==> src/rtl/avalon_read_arbiter.sv <==
// Two-port Avalon-MM read arbiter with in-order return routing.
// Port 0 (VGA) may jump ahead when urgent, bounded by a starvation limit.
module avalon_read_arbiter #(
   parameter int ADDR_W     = 26,
   parameter int DATA_W     = 32,
   parameter int MAX_OUT    = 16,
   parameter int STARVE_LIM = 8
) (
   input  logic                     clk,
   input  logic                     reset,
   input  logic [ADDR_W-1:0]        r0_address,
   input  logic                     r0_read,
   input  logic                     r0_urgent,
   output logic                     r0_waitrequest,
   output logic                     r0_readdatavalid,
   input  logic [ADDR_W-1:0]        r1_address,
   input  logic                     r1_read,
   output logic                     r1_waitrequest,
   output logic                     r1_readdatavalid,
   output logic [DATA_W-1:0]        rd_readdata,
   output logic [ADDR_W-1:0]        m_address,
   output logic                     m_read,
   input  logic                     m_waitrequest,
   input  logic [DATA_W-1:0]        m_readdata,
   input  logic                     m_readdatavalid,
   output logic [$clog2(MAX_OUT):0] outstanding,
   output logic                     err_underflow
);

   localparam int PW = $clog2(MAX_OUT);
   localparam int SW = $clog2(STARVE_LIM + 1);
   localparam logic [PW:0]   OUT_MAX = (PW+1)'(MAX_OUT);
   localparam logic [SW-1:0] S_LIM   = SW'(STARVE_LIM);

   localparam logic [1:0] G_NONE = 2'd0;
   localparam logic [1:0] G0     = 2'd1;
   localparam logic [1:0] G1     = 2'd2;

   logic [1:0]         grant, grant_nx;
   logic               last, last_nx;
   logic               by_urg, by_urg_nx;
   logic [SW-1:0]      starve, starve_nx;
   logic [MAX_OUT-1:0] owner;
   logic [PW-1:0]      wr_ptr, rd_ptr;
   logic               sel0, sel1, full, empty;
   logic               req, accept, stall, pop;

   assign sel0  = (grant == G0);
   assign sel1  = (grant == G1);
   assign full  = (outstanding == OUT_MAX);
   assign empty = (outstanding == '0);

   assign req    = (sel0 & r0_read) | (sel1 & r1_read);
   assign m_read = req & ~full;
   assign m_address = sel1 ? r1_address : r0_address;
   assign accept = m_read & ~m_waitrequest;
   assign stall  = m_read & m_waitrequest;

   assign r0_waitrequest = ~(accept & sel0);
   assign r1_waitrequest = ~(accept & sel1);

   assign pop = m_readdatavalid & ~empty;
   assign r0_readdatavalid = pop & ~owner[rd_ptr];
   assign r1_readdatavalid = pop & owner[rd_ptr];
   assign rd_readdata = m_readdata;

   // Next grant: hold during a stall, else re-arbitrate on this cycle's outcome
   always_comb begin
      starve_nx = starve;
      if (!r1_read)
         starve_nx = '0;
      else if (accept && sel1)
         starve_nx = '0;
      else if (accept && by_urg && starve != S_LIM)
         starve_nx = starve + 1'b1;

      last_nx = accept ? sel1 : last;

      grant_nx  = G_NONE;
      by_urg_nx = 1'b0;
      if (stall) begin
         grant_nx  = grant;
         by_urg_nx = by_urg;
      end else if (r0_read && r0_urgent && starve_nx < S_LIM) begin
         grant_nx  = G0;
         by_urg_nx = 1'b1;
      end else if (r0_read && r1_read) begin
         grant_nx = last_nx ? G0 : G1;
      end else if (r0_read) begin
         grant_nx = G0;
      end else if (r1_read) begin
         grant_nx = G1;
      end
   end

   // Arbiter state, owner FIFO pointers, outstanding count, sticky error
   always_ff @(posedge clk or negedge reset) begin
      if (!reset) begin
         grant         <= G_NONE;
         last          <= 1'b1;
         by_urg        <= 1'b0;
         starve        <= '0;
         wr_ptr        <= '0;
         rd_ptr        <= '0;
         outstanding   <= '0;
         err_underflow <= 1'b0;
      end else begin
         grant  <= grant_nx;
         last   <= last_nx;
         by_urg <= by_urg_nx;
         starve <= starve_nx;
         if (accept)
            wr_ptr <= wr_ptr + 1'b1;
         if (pop)
            rd_ptr <= rd_ptr + 1'b1;
         unique case ({accept, pop})
            2'b10:   outstanding <= outstanding + 1'b1;
            2'b01:   outstanding <= outstanding - 1'b1;
            default: outstanding <= outstanding;
         endcase
         if (m_readdatavalid && empty)
            err_underflow <= 1'b1;
      end
   end

   // Owner FIFO storage: records which port each accepted read belongs to
   always_ff @(posedge clk) begin
      if (accept)
         owner[wr_ptr] <= sel1;
   end

endmodule
==> config.mk <==
export PLATFORM = sky130hd
export DESIGN_NAME = avalon_read_arbiter
export DESIGN_NICKNAME = d
export VERILOG_FILES = /design/src/rtl/avalon_read_arbiter.sv
export SDC_FILE = /design/constraint.sdc
export NUM_CORES = 1
export LEC_CHECK = 0
export CORE_ASPECT_RATIO = 1.5
export CORE_MARGIN = 4
export CORE_UTILIZATION = 37
export DETAILED_ROUTE_END_ITERATION = 16
export PLACE_DENSITY = 0.81
export SLEW_MARGIN = 20
export SYNTH_ARGS = -nofsm -noshare
export SYNTH_HDL_FRONTEND = slang
export SYNTH_SLANG_ARGS = --single-unit
==> constraint.sdc <==
create_clock -name clk -period 3.3 [get_ports clk]
set_input_delay 0.66 -clock clk [delete_from_list [all_inputs] [get_ports clk]]
set_output_delay 0.66 -clock clk [all_outputs]
set_load 0.03 [all_outputs]
==> results of run 1 <==
==> placed cells by master, fill, tap and decap left out, types with 2 or more instances in the layout <==
cell             count
clkdlybuf4s50_1     67
nand2_1            101
nor4_1               2
inv_1                9
o22ai_1              2
nand4_1              3
nand3b_1             4
nor3_1               4
buf_4               38
ha_1                10
edfxtp_1            16
nand2b_1             3
a21o_1               2
mux4_2               5
nor2_1              21
xor2_1               5
a21oi_1              5
clkbuf_8             5
or3_1                2
xnor2_1              8
o21ai_0              4
dfrtp_1             20
==> kinds of logic (layout without fill, tap and decap cells) <==
family,count (synthesis),in the layout,synth area share
AOI/OAI and AO/OA,25,25,0.07188
buffers and inverters,55,124,0.1326
muxes,7,7,0.05197
xor gates and xnor gates,13,13,0.04420
adders and majority gates,10,10,0.04857
DFF,38,38,0.4007
and+or+nand+nor,148,148,0.2501
==> metrics by stage <==
stage | std cells | cell area (um2) | power [W] | hold WS [ps] | setup slack [ps]
4_1_cts | 443 | 3418 | 0.002300 | 478.3 | 60.11
3_5_place_dp | 435 | 3336 | 0.001991 | 466.2 | 112.7
3_3_place_gp | 435 | 3336 | 0.001948 | 445.8 | 239.2
2_1_floorplan | 296 | 2576 | 0.001627 | 364.4 | 348.8
6_report | 443 | 3421 | 0.002277 | 469.0 | 109.1
5_1_grt | 443 | 3421 | 0.002438 | 496.9 | 29.36
==> metal layers <==
metal	wire length, um	part of all wire
met3	795	0.12
met4	239	0.037
met2	3255	0.51
met1	2146	0.33
met5	0	0
==> registers in the layout (all words and copies together), names as in the netlist <==
signal	cells
grant	2
err_underflow	1
outstanding	5
owner	16
last	1
rd_ptr	4
wr_ptr	4
by_urg	1
starve	4
==> repair_timing <==
action / CTS / global route
endpoints found under the setup margin: 2 / 1
resized for setup: 1 / 1
buffers inserted: 0 / 0
gates cloned: 0 / 0
pin swaps: 0 / 0
endpoints found under the hold margin: 0 / 0
==> area by class of cell <==
| cell class | count | share of cell area |
|---|---|---|
| repair buffers | 106 | 0.2831 |
| clock buffers | 6 | 0.02121 |
| multi-input cells | 203 | 0.3515 |
| flip-flops and latches | 38 | 0.3021 |
| clock inverters | 2 | 0.002560 |
| well taps | 78 | 0.02853 |
| inverters | 10 | 0.01097 |
==> power by group <==
| part | switching, W | internal, W |
|---|---|---|
| clock | 0.000157 | 0.000145 |
| sequential | 0.000150 | 0.000615 |
| combinational | 0.000660 | 0.000549 |
==> final timing paths <==
kind | depth (start not counted) | slack, ps | to | start
worst max-delay path | 4 | 110 | r1_readdatavalid | rd_ptr[0]
worst min-delay path | 1 | 470 | err_underflow | err_underflow
worst max register to register | 11 | 350 | outstanding[4] | outstanding[3]
worst min register to register | 1 | 470 | err_underflow | err_underflow
max in group asynchronous | 2 | 2280 | last | reset
min in group asynchronous | 2 | 720 | starve[0] | reset
==> critical path, stage by stage (launching register included) <==
cell and delay, ps:
dfrtp_2 480, mux4_2 540, mux4_2 480, nor2b_1 150, clkdlybuf4s50_1 600
==> Yosys cell counts (2+ instances only) <==
library cell | n | area share
buf_4 | 33 | 0.096
or3_1 | 2 | 0.0049
buf_1 | 3 | 0.0044
ha_1 | 10 | 0.049
a21o_1 | 2 | 0.0058
mux4_2 | 5 | 0.044
nand2_1 | 101 | 0.15
xnor2_1 | 8 | 0.027
nand2b_1 | 3 | 0.0073
inv_1 | 9 | 0.013
o22ai_1 | 2 | 0.0049
nor2_1 | 21 | 0.031
clkbuf_1 | 5 | 0.0073
edfxtp_1 | 16 | 0.19
nor4_1 | 2 | 0.0049
nor3_1 | 4 | 0.0078
o21ai_0 | 4 | 0.0078
dfrtp_1 | 21 | 0.20
nand3b_1 | 4 | 0.012
buf_2 | 3 | 0.0058
xor2_1 | 5 | 0.017
nand4_1 | 3 | 0.0073
a21oi_1 | 5 | 0.0097
==> impl_metrics.tcl, run 1 <==
set metrics [dict create \
    final_core_utilization 0.5027 \
    worst-path-max-fanout 7 \
    drt_pass1_iterations 4 \
    grt_util_met3 0.07236 \
    cts_root_buffer "clkbuf_8" \
    ctsHtreeMaxLevel 2 \
    synth_cells 296 \
    synthFlopType "dfrtp_1" \
    outcome "finished, final reports clean" \
    floorplan.initialDensity 0.3786 \
    yosys_warnings 0 \
    post_synth_instance_area_mm2 0.002576 \
    asyncSetResetFlopFracSynth 0.5789 \
    multiInputGateArea_mm2 0.001202 \
    layout_worst_path_cycle_share 0.9669 \
    cap_violations 0 \
    power-per-cell-area_mw_per_mm2 665.5 \
    fill_cells 608 \
    violation_count_after_the_first_detailed_route_iteration 101 \
    gr-total-overflow 0 \
    start_kind "flop" \
    floorplan.die_area_mm2 0.008389 \
    data_required_time_of_the_worst_path_ps 2640 \
    grt_setup_unrepaired "no" \
    leakage_nw 1.514 \
    layout-area-overhead-vs-synth_pct 32.78 \
    fmax_ghz 0.3134 \
    cts_hold_buffers 0 \
    irDropWorstVdd_mv 0.3066 \
    routedWlPerCell_um 14.53 \
    synth.lib_cells_used.distinct 48 \
    vias 2246 \
    grt_use_met2 0.2721 \
    finalMaxSlewViolations 0 \
    grt_pass1_wl_mm 10.09 \
    worst_min_path_class "flop to flop" \
    timing_worst_slew_pin_value_ps 449.8 \
    rows 37 \
    finalHoldViolCount 0 \
    finish.net_count 465 \
    critPathCaptureType "output port" \
    design.portCount 160 \
    clock_path_buffers 2 \
    max_slew_margin 0.6998 \
    detail_route.vias_per_cell 5.070 \
    cts_tree "yes" \
    flip_flop_and_latch_area_mm2 0.001033 \
    drc 0 \
    antenna_diode_count 0 \
    arrival_time_at_the_worst_endpoint_ps 2530 \
    layout_min_cycle_time_ps 3191 \
    finalClockSkew_ps 7.303 \
    grt_max_degree 32 \
    track_usage 0.1483 \
    synth_sequential_area_ratio 0.4007 \
    gr-usage-met1 0.1384 \
    start_to_end_type_of_the_worst_setup_path "flop to output port" \
    die_h_um 110.2 \
    yosys_register_bits 38 \
    clkLatencyLatePin_ps 290 \
    top_usage_layer "met2" \
    drt.antenna.violating_nets 0 \
    placement.io_buffers 95 \
    post_route_cells_drive_above_1_share 0.1699 \
    clock-sinks 38 \
    mappedNetlistNets 397 \
    clk_pin_slew_ps 70 \
    post-dp-hpwl_mm 5.300 \
    place.gp.congestion 0.8076 \
    avgSynthCellArea_um2 8.703 \
    cts_buffers 5 \
    number_of_antenna_violations_at_the_first_check_in_global_routing 0 \
    die_width_um 76.13 \
    totalWireLength_mm 6.436 \
    count_of_flip_flops_with_a_built_in_enable_after_synthesis 16 \
    grt_pass1_vias 2246 \
    core_area_mm2 0.006805 \
    tns_ps 0 \
    finalSetupViolations 0 \
]
Power figures use the tool's default switching activity.
==> run 2: changes to the inputs <==
--- a/config.mk
+++ b/config.mk
@@ -9,6 +9,7 @@
 export CORE_MARGIN = 4
 export CORE_UTILIZATION = 37
 export DETAILED_ROUTE_END_ITERATION = 16
+export HOLD_SLACK_MARGIN = 0.12
 export PLACE_DENSITY = 0.81
 export SLEW_MARGIN = 20
 export SYNTH_ARGS = -nofsm -noshare
==> constraint.sdc (replaced) <==
create_clock -name clk -period 3.6 [get_ports clk]
set_input_delay 0.72 -clock clk [delete_from_list [all_inputs] [get_ports clk]]
set_output_delay 0.72 -clock clk [all_outputs]
set_load 0.03 [all_outputs]
==> run 2 against run 1 <==
Hold slack worse by 70 ps. Final area down 1.5%. Non-clock buffer count down 7. Critical path type unchanged. Largest power group unchanged.
==> impl_metrics.tcl, run 2 (synthesis gave the netlist of run 1 again) <==
set metrics [dict create \
    outcome "finished, final reports clean" \
    worst-path-max-fanout 7 \
    data_required_time_of_the_worst_path_ps 2880 \
    post-dp-hpwl_mm 5.099 \
    final_core_utilization 0.4951 \
    layout_common_cells "nand2_1, clkdlybuf4s50_1, buf_4, nor2_1, dfrtp_1" \
    worst_hold_slack_ps 399.5 \
    grt_pass1_vias 2276 \
    die_h_um 110.2 \
    clkLatencyLatePin_ps 290 \
    routedWlPerCell_um 14.79 \
    drt_pass1_iterations 4 \
    rows 37 \
    finish.net_count 458 \
    antenna_diode_count 0 \
    power-per-cell-area_mw_per_mm2 615.3 \
    design.portCount 160 \
    clk_pin_slew_ps 80 \
    start_kind "flop" \
    number_of_antenna_violations_at_the_first_check_in_global_routing 0 \
    flip_flop_and_latch_area_mm2 0.001032 \
    cp_cell_sequence "mux4_2 > mux4_2 > nor2_1 > clkdlybuf4s50_1" \
    critPathCaptureType "output port" \
    irDropWorstVdd_mv 0.2144 \
    vias 2207 \
    max_slew_margin 0.6552 \
    fmax_ghz 0.2988 \
    cts_buffers 5 \
    reg.largest.list "owner (16), outstanding (5)" \
    violation_count_after_the_first_detailed_route_iteration 100 \
    drt.antenna.violating_nets 0 \
    start_to_end_type_of_the_worst_setup_path "flop to output port" \
    cts_tree "yes" \
    layout_min_cycle_time_ps 3347 \
    die_width_um 76.13 \
    grt_pass1_wl_mm 10.27 \
    track_usage 0.1500 \
    detail_route.vias_per_cell 5.062 \
    non_filler_cells_in_the_finished_layout 436 \
    cap_violations 0 \
    drc 0 \
    max_flop_register "owner" \
    layout_worst_path_cycle_share 0.9297 \
    floorplan.initialDensity 0.3786 \
    placement.io_buffers 95 \
    totalWireLength_mm 6.447 \
    most_common_cell_after_layout_fill_and_taps_aside "nand2_1" \
    finalHoldViolCount 0 \
    cts_root_buffer "clkbuf_8" \
    cts_setup_buffers 0 \
    ctsHtreeMaxLevel 2 \
    largest_register_ffs 16 \
    arrival_time_at_the_worst_endpoint_ps 2630 \
    finalSetupViolations 0 \
    core_area_mm2 0.006805 \
    critical_path.max_stage_delay_ps 670 \
    multiInputGateArea_mm2 0.001202 \
    finalClockSkew_ps 8.502 \
    post_cts_resize_count 0 \
    leakage_nw 1.473 \
    critical_path.most_common_cell "mux4_2" \
    ff2ff_path_depth 11 \
    fill_cells 609 \
    clock_path_buffers 2 \
    grt_setup_unrepaired "no" \
    place.detailed.instances 428 \
    floorplan.die_area_mm2 0.008389 \
    gr-total-overflow 0 \
    grt_max_degree 48 \
    post_route_cells_drive_above_1_share 0.1564 \
    clock-sinks 38 \
    place.gp.congestion 0.8804 \
    worst_min_path_class "input port to asynchronous set/reset pin" \
    tns_ps 0 \
    cts_hold_buffers 0 \
    timing_worst_slew_pin_value_ps 517.2 \
    finalMaxSlewViolations 0 \
    layout-area-overhead-vs-synth_pct 30.79 \
    cp_slowest_cell "clkdlybuf4s50_1" \
]
[run 2: final timing paths]
kind | startpoint | end | slack [ps]
worst max-delay path | rd_ptr[0] | r0_readdatavalid | 250
worst min-delay path | reset | rd_ptr[2] | 400
worst max register to register | outstanding[1] | outstanding[4] | 520
worst min register to register | err_underflow | err_underflow | 460
max in group asynchronous | reset | last | 2840
min in group clk | err_underflow | err_underflow | 460
[run 2: layer usage]
metal	up-vias	track usage	wire (um)
li1	1068	-	-
met1	1010	0.1331	2098
met2	115	0.2911	3408
met3	14	0.06829	777
met4	0	0.05875	162
met5	-	0	0
[run 2: through the flow]
| stage | power [W] | area, um2 | worst slack [ps] |
|---|---|---|---|
| finish | 0.002073 | 3369 | 253.0 |
| global route | 0.002214 | 3369 | 83.25 |
| CTS | 0.002093 | 3374 | 213.3 |
| detailed placement | 0.001791 | 3283 | 219.2 |
| global placement | 0.001759 | 3283 | 346.7 |
| floorplan | 0.001491 | 2576 | 648.8 |
[run 2: layout make-up]
cell class | instances | share of cell area
multi-input combinational | 203 | 0.3569
clock buffer | 7 | 0.02562
tap | 78 | 0.02896
clock inverter | 1 | 0.001485
inverter | 10 | 0.01114
sequential | 38 | 0.3063
timing repair buffer | 99 | 0.2696
[run 2: power breakdown]
part           leakage [nW]  internal [W]  switching [W]
clock                0.0482      0.000155       0.000145
sequential            0.414      0.000562       0.000179
combinational          1.01      0.000474       0.000559
[run 2: critical path: cells and delay by family, from the launching register on]
kind	cells	cell delay (ps)
AND/OR/NAND/NOR	1	90
multiplexers	2	1030
flip-flops	1	550
buffers and inverters	1	670
==> run 3: changes to the inputs <==
--- a/config.mk
+++ b/config.mk
@@ -7,10 +7,10 @@
 export LEC_CHECK = 0
 export CORE_ASPECT_RATIO = 1.5
 export CORE_MARGIN = 4
-export CORE_UTILIZATION = 37
+export CORE_UTILIZATION = 34
 export DETAILED_ROUTE_END_ITERATION = 16
 export HOLD_SLACK_MARGIN = 0.12
-export PLACE_DENSITY = 0.81
+export PLACE_DENSITY = 0.78
 export SLEW_MARGIN = 20
 export SYNTH_ARGS = -nofsm -noshare
 export SYNTH_HDL_FRONTEND = slang
==> constraint.sdc (replaced) <==
create_clock -name clk -period 2.88 [get_ports clk]
set_input_delay 0.576 -clock clk [delete_from_list [all_inputs] [get_ports clk]]
set_output_delay 0.576 -clock clk [all_outputs]
set_load 0.03 [all_outputs]
==> run 3 against run 2 <==
Register-to-register slack worse by 340 ps. Sequential power is 16% higher. Core utilization is 1.1 points lower. Clock skew shrank 2.7 ps. Non-clock buffer count up 12. Via count increased by 1.1%. Critical path depth is 7 higher. Sequential cell count stayed put. Routed wire length is 2.4% higher. Hold slack better by 60 ps. Setup slack lost 70 ps. Critical endpoint is now outstanding[4]. Highest routed layer unchanged.
==> impl_metrics.tcl, run 3 (synthesis gave the netlist of run 1 again) <==
set metrics [dict create \
    outcome "finished, final reports clean" \
    ff2ff_path_depth 11 \
    leakage_nw 1.555 \
    power-per-cell-area_mw_per_mm2 793.2 \
    fmax_ghz 0.3708 \
    worst_hold_path.num_cells 1 \
    tns_ps 0 \
    cts_root_buffer "clkbuf_8" \
    die_width_um 79.08 \
    worst_hold_slack_ps 459.7 \
    combPwrFrac 0.507 \
    drt.antenna.violating_nets 0 \
    share_clk_of_total_power 0.188 \
    grt_pass1_wl_mm 10.29 \
    arrival_time_at_the_worst_endpoint_ps 2860 \
    clock_path_buffers 2 \
    rrSetupSlack_ps 180 \
    floorplan.initialDensity 0.3518 \
    reg.largest.list "owner (16), outstanding (5)" \
    start_kind "flop" \
    design.portCount 160 \
    layout_common_cells "nand2_1, clkdlybuf4s50_1, buf_4, nor2_1, dfrtp_1" \
    post_route_cells_drive_above_1_share 0.2027 \
    finalSetupViolations 0 \
    antenna_diode_count 0 \
    grt_setup_unrepaired "no" \
    placement.io_buffers 95 \
    netSwitchingPower_w 0.001119 \
    cap_violations 0 \
    ctsHtreeMaxLevel 2 \
    worst_slack_ps 183.1 \
    timing_worst_slew_pin_value_ps 361.6 \
    post-dp-hpwl_mm 5.326 \
    most_common_cell_after_layout_fill_and_taps_aside "nand2_1" \
    place.gp.congestion 0.8467 \
    clk_pin_slew_ps 80 \
    clock-sinks 38 \
    largest_register_ffs 16 \
    finalHoldViolCount 0 \
    number_of_antenna_violations_at_the_first_check_in_global_routing 0 \
    grt_max_degree 30 \
    cts_buffers 5 \
    core_area_mm2 0.007322 \
    cts_tree "yes" \
    drt_pass1_iterations 4 \
    finish.net_count 470 \
    gr-total-overflow 0 \
    start_to_end_type_of_the_worst_setup_path "flop to flop" \
    violation_count_after_the_first_detailed_route_iteration 91 \
    grt_pass1_vias 2257 \
    vias 2231 \
    irDropWorstVdd_mv 0.2901 \
    die_h_um 114.6 \
    layout-area-overhead-vs-synth_pct 37.69 \
    power_report.internal_total_w 0.001694 \
    totalWireLength_mm 6.603 \
    finalMaxSlewViolations 0 \
    report.power.total_w 0.002813 \
    detail_route.vias_per_cell 4.747 \
    data_required_time_of_the_worst_path_ps 3050 \
    drc 0 \
    routedWlPerCell_um 14.05 \
    power.share.sequential 0.304 \
    pre_cts_slack_ps -29.63 \
    max_flop_register "owner" \
    layout_min_cycle_time_ps 2697 \
    swShare 0.3979 \
    critPathCaptureType "flop" \
    layout_worst_path_cycle_share 0.9364 \
    clkLatencyLatePin_ps 290 \
    max_slew_margin 0.7567 \
    rows 38 \
    worst-path-max-fanout 5 \
    worst_min_path_class "flop to flop" \
    finalClockSkew_ps 5.837 \
    floorplan.die_area_mm2 0.009063 \
    track_usage 0.1442 \
]
run 3: critical path: stages (launching register included):
cell	delay, ps
dfrtp_2	400
or4_2	710
o21ai_4	210
inv_2	60
ha_2	210
xor2_1	150
ha_1	210
nand3b_1	80
o21ai_0	80
a222oi_1	220
nor2_1	90
xor2_1	150
run 3: power by group through the flow:
stage	combinational, W	sequential [W]	clock (W)
3_3_place_gp	0.00139	0.000862	0
6_report	0.00143	0.000857	0.000530
4_1_cts	0.00143	0.000860	0.000546
3_5_place_dp	0.00142	0.000870	0
5_1_grt	0.00155	0.000887	0.000563
2_1_floorplan	0.000970	0.000903	0
run 3: metal layers:
metal	GRT usage	routed length, um
met5	0	0
met4	0.05161	141
met3	0.07795	911
met2	0.2660	3416
met1	0.1306	2133
run 3: repair_timing:
item,in CTS,in global routing
hold buffers,0,0
setup buffers,0,3
pin swaps,0,1
setup endpoints to repair,1,2
resized for setup,2,2
run 3: final cells by class:
cell class	count	area, um2
fillers	716	3775
multi-input cells	203	1212
flip-flops and latches	38	1036
repair buffers	111	1003
well taps	100	125.1
clock buffers	5	68.82
clock inverters	3	63.81
inverters	10	37.54
run 3: final timing paths:
| kind | from | end |
|---|---|---|
| worst min register to register | err_underflow | err_underflow |
| worst max-delay path | outstanding[1] | outstanding[4] |
| max in group asynchronous | reset | last |
| min in group asynchronous | reset | rd_ptr[3] |
| worst min-delay path | err_underflow | err_underflow |
| worst max register to register | outstanding[1] | outstanding[4] |
run 3: per-stage QoR:
| stage | utilization | instance area [um2] | std cells |
|---|---|---|---|
| 2_1_floorplan | - | 2589 | 296 |
| 3_3_place_gp | 0.4638 | 3396 | 459 |
| 3_5_place_dp | 0.4638 | 3396 | 459 |
| 4_1_cts | 0.4819 | 3528 | 467 |
| 5_1_grt | 0.4845 | 3547 | 470 |
| 6_report | 0.4845 | 3547 | 470 |
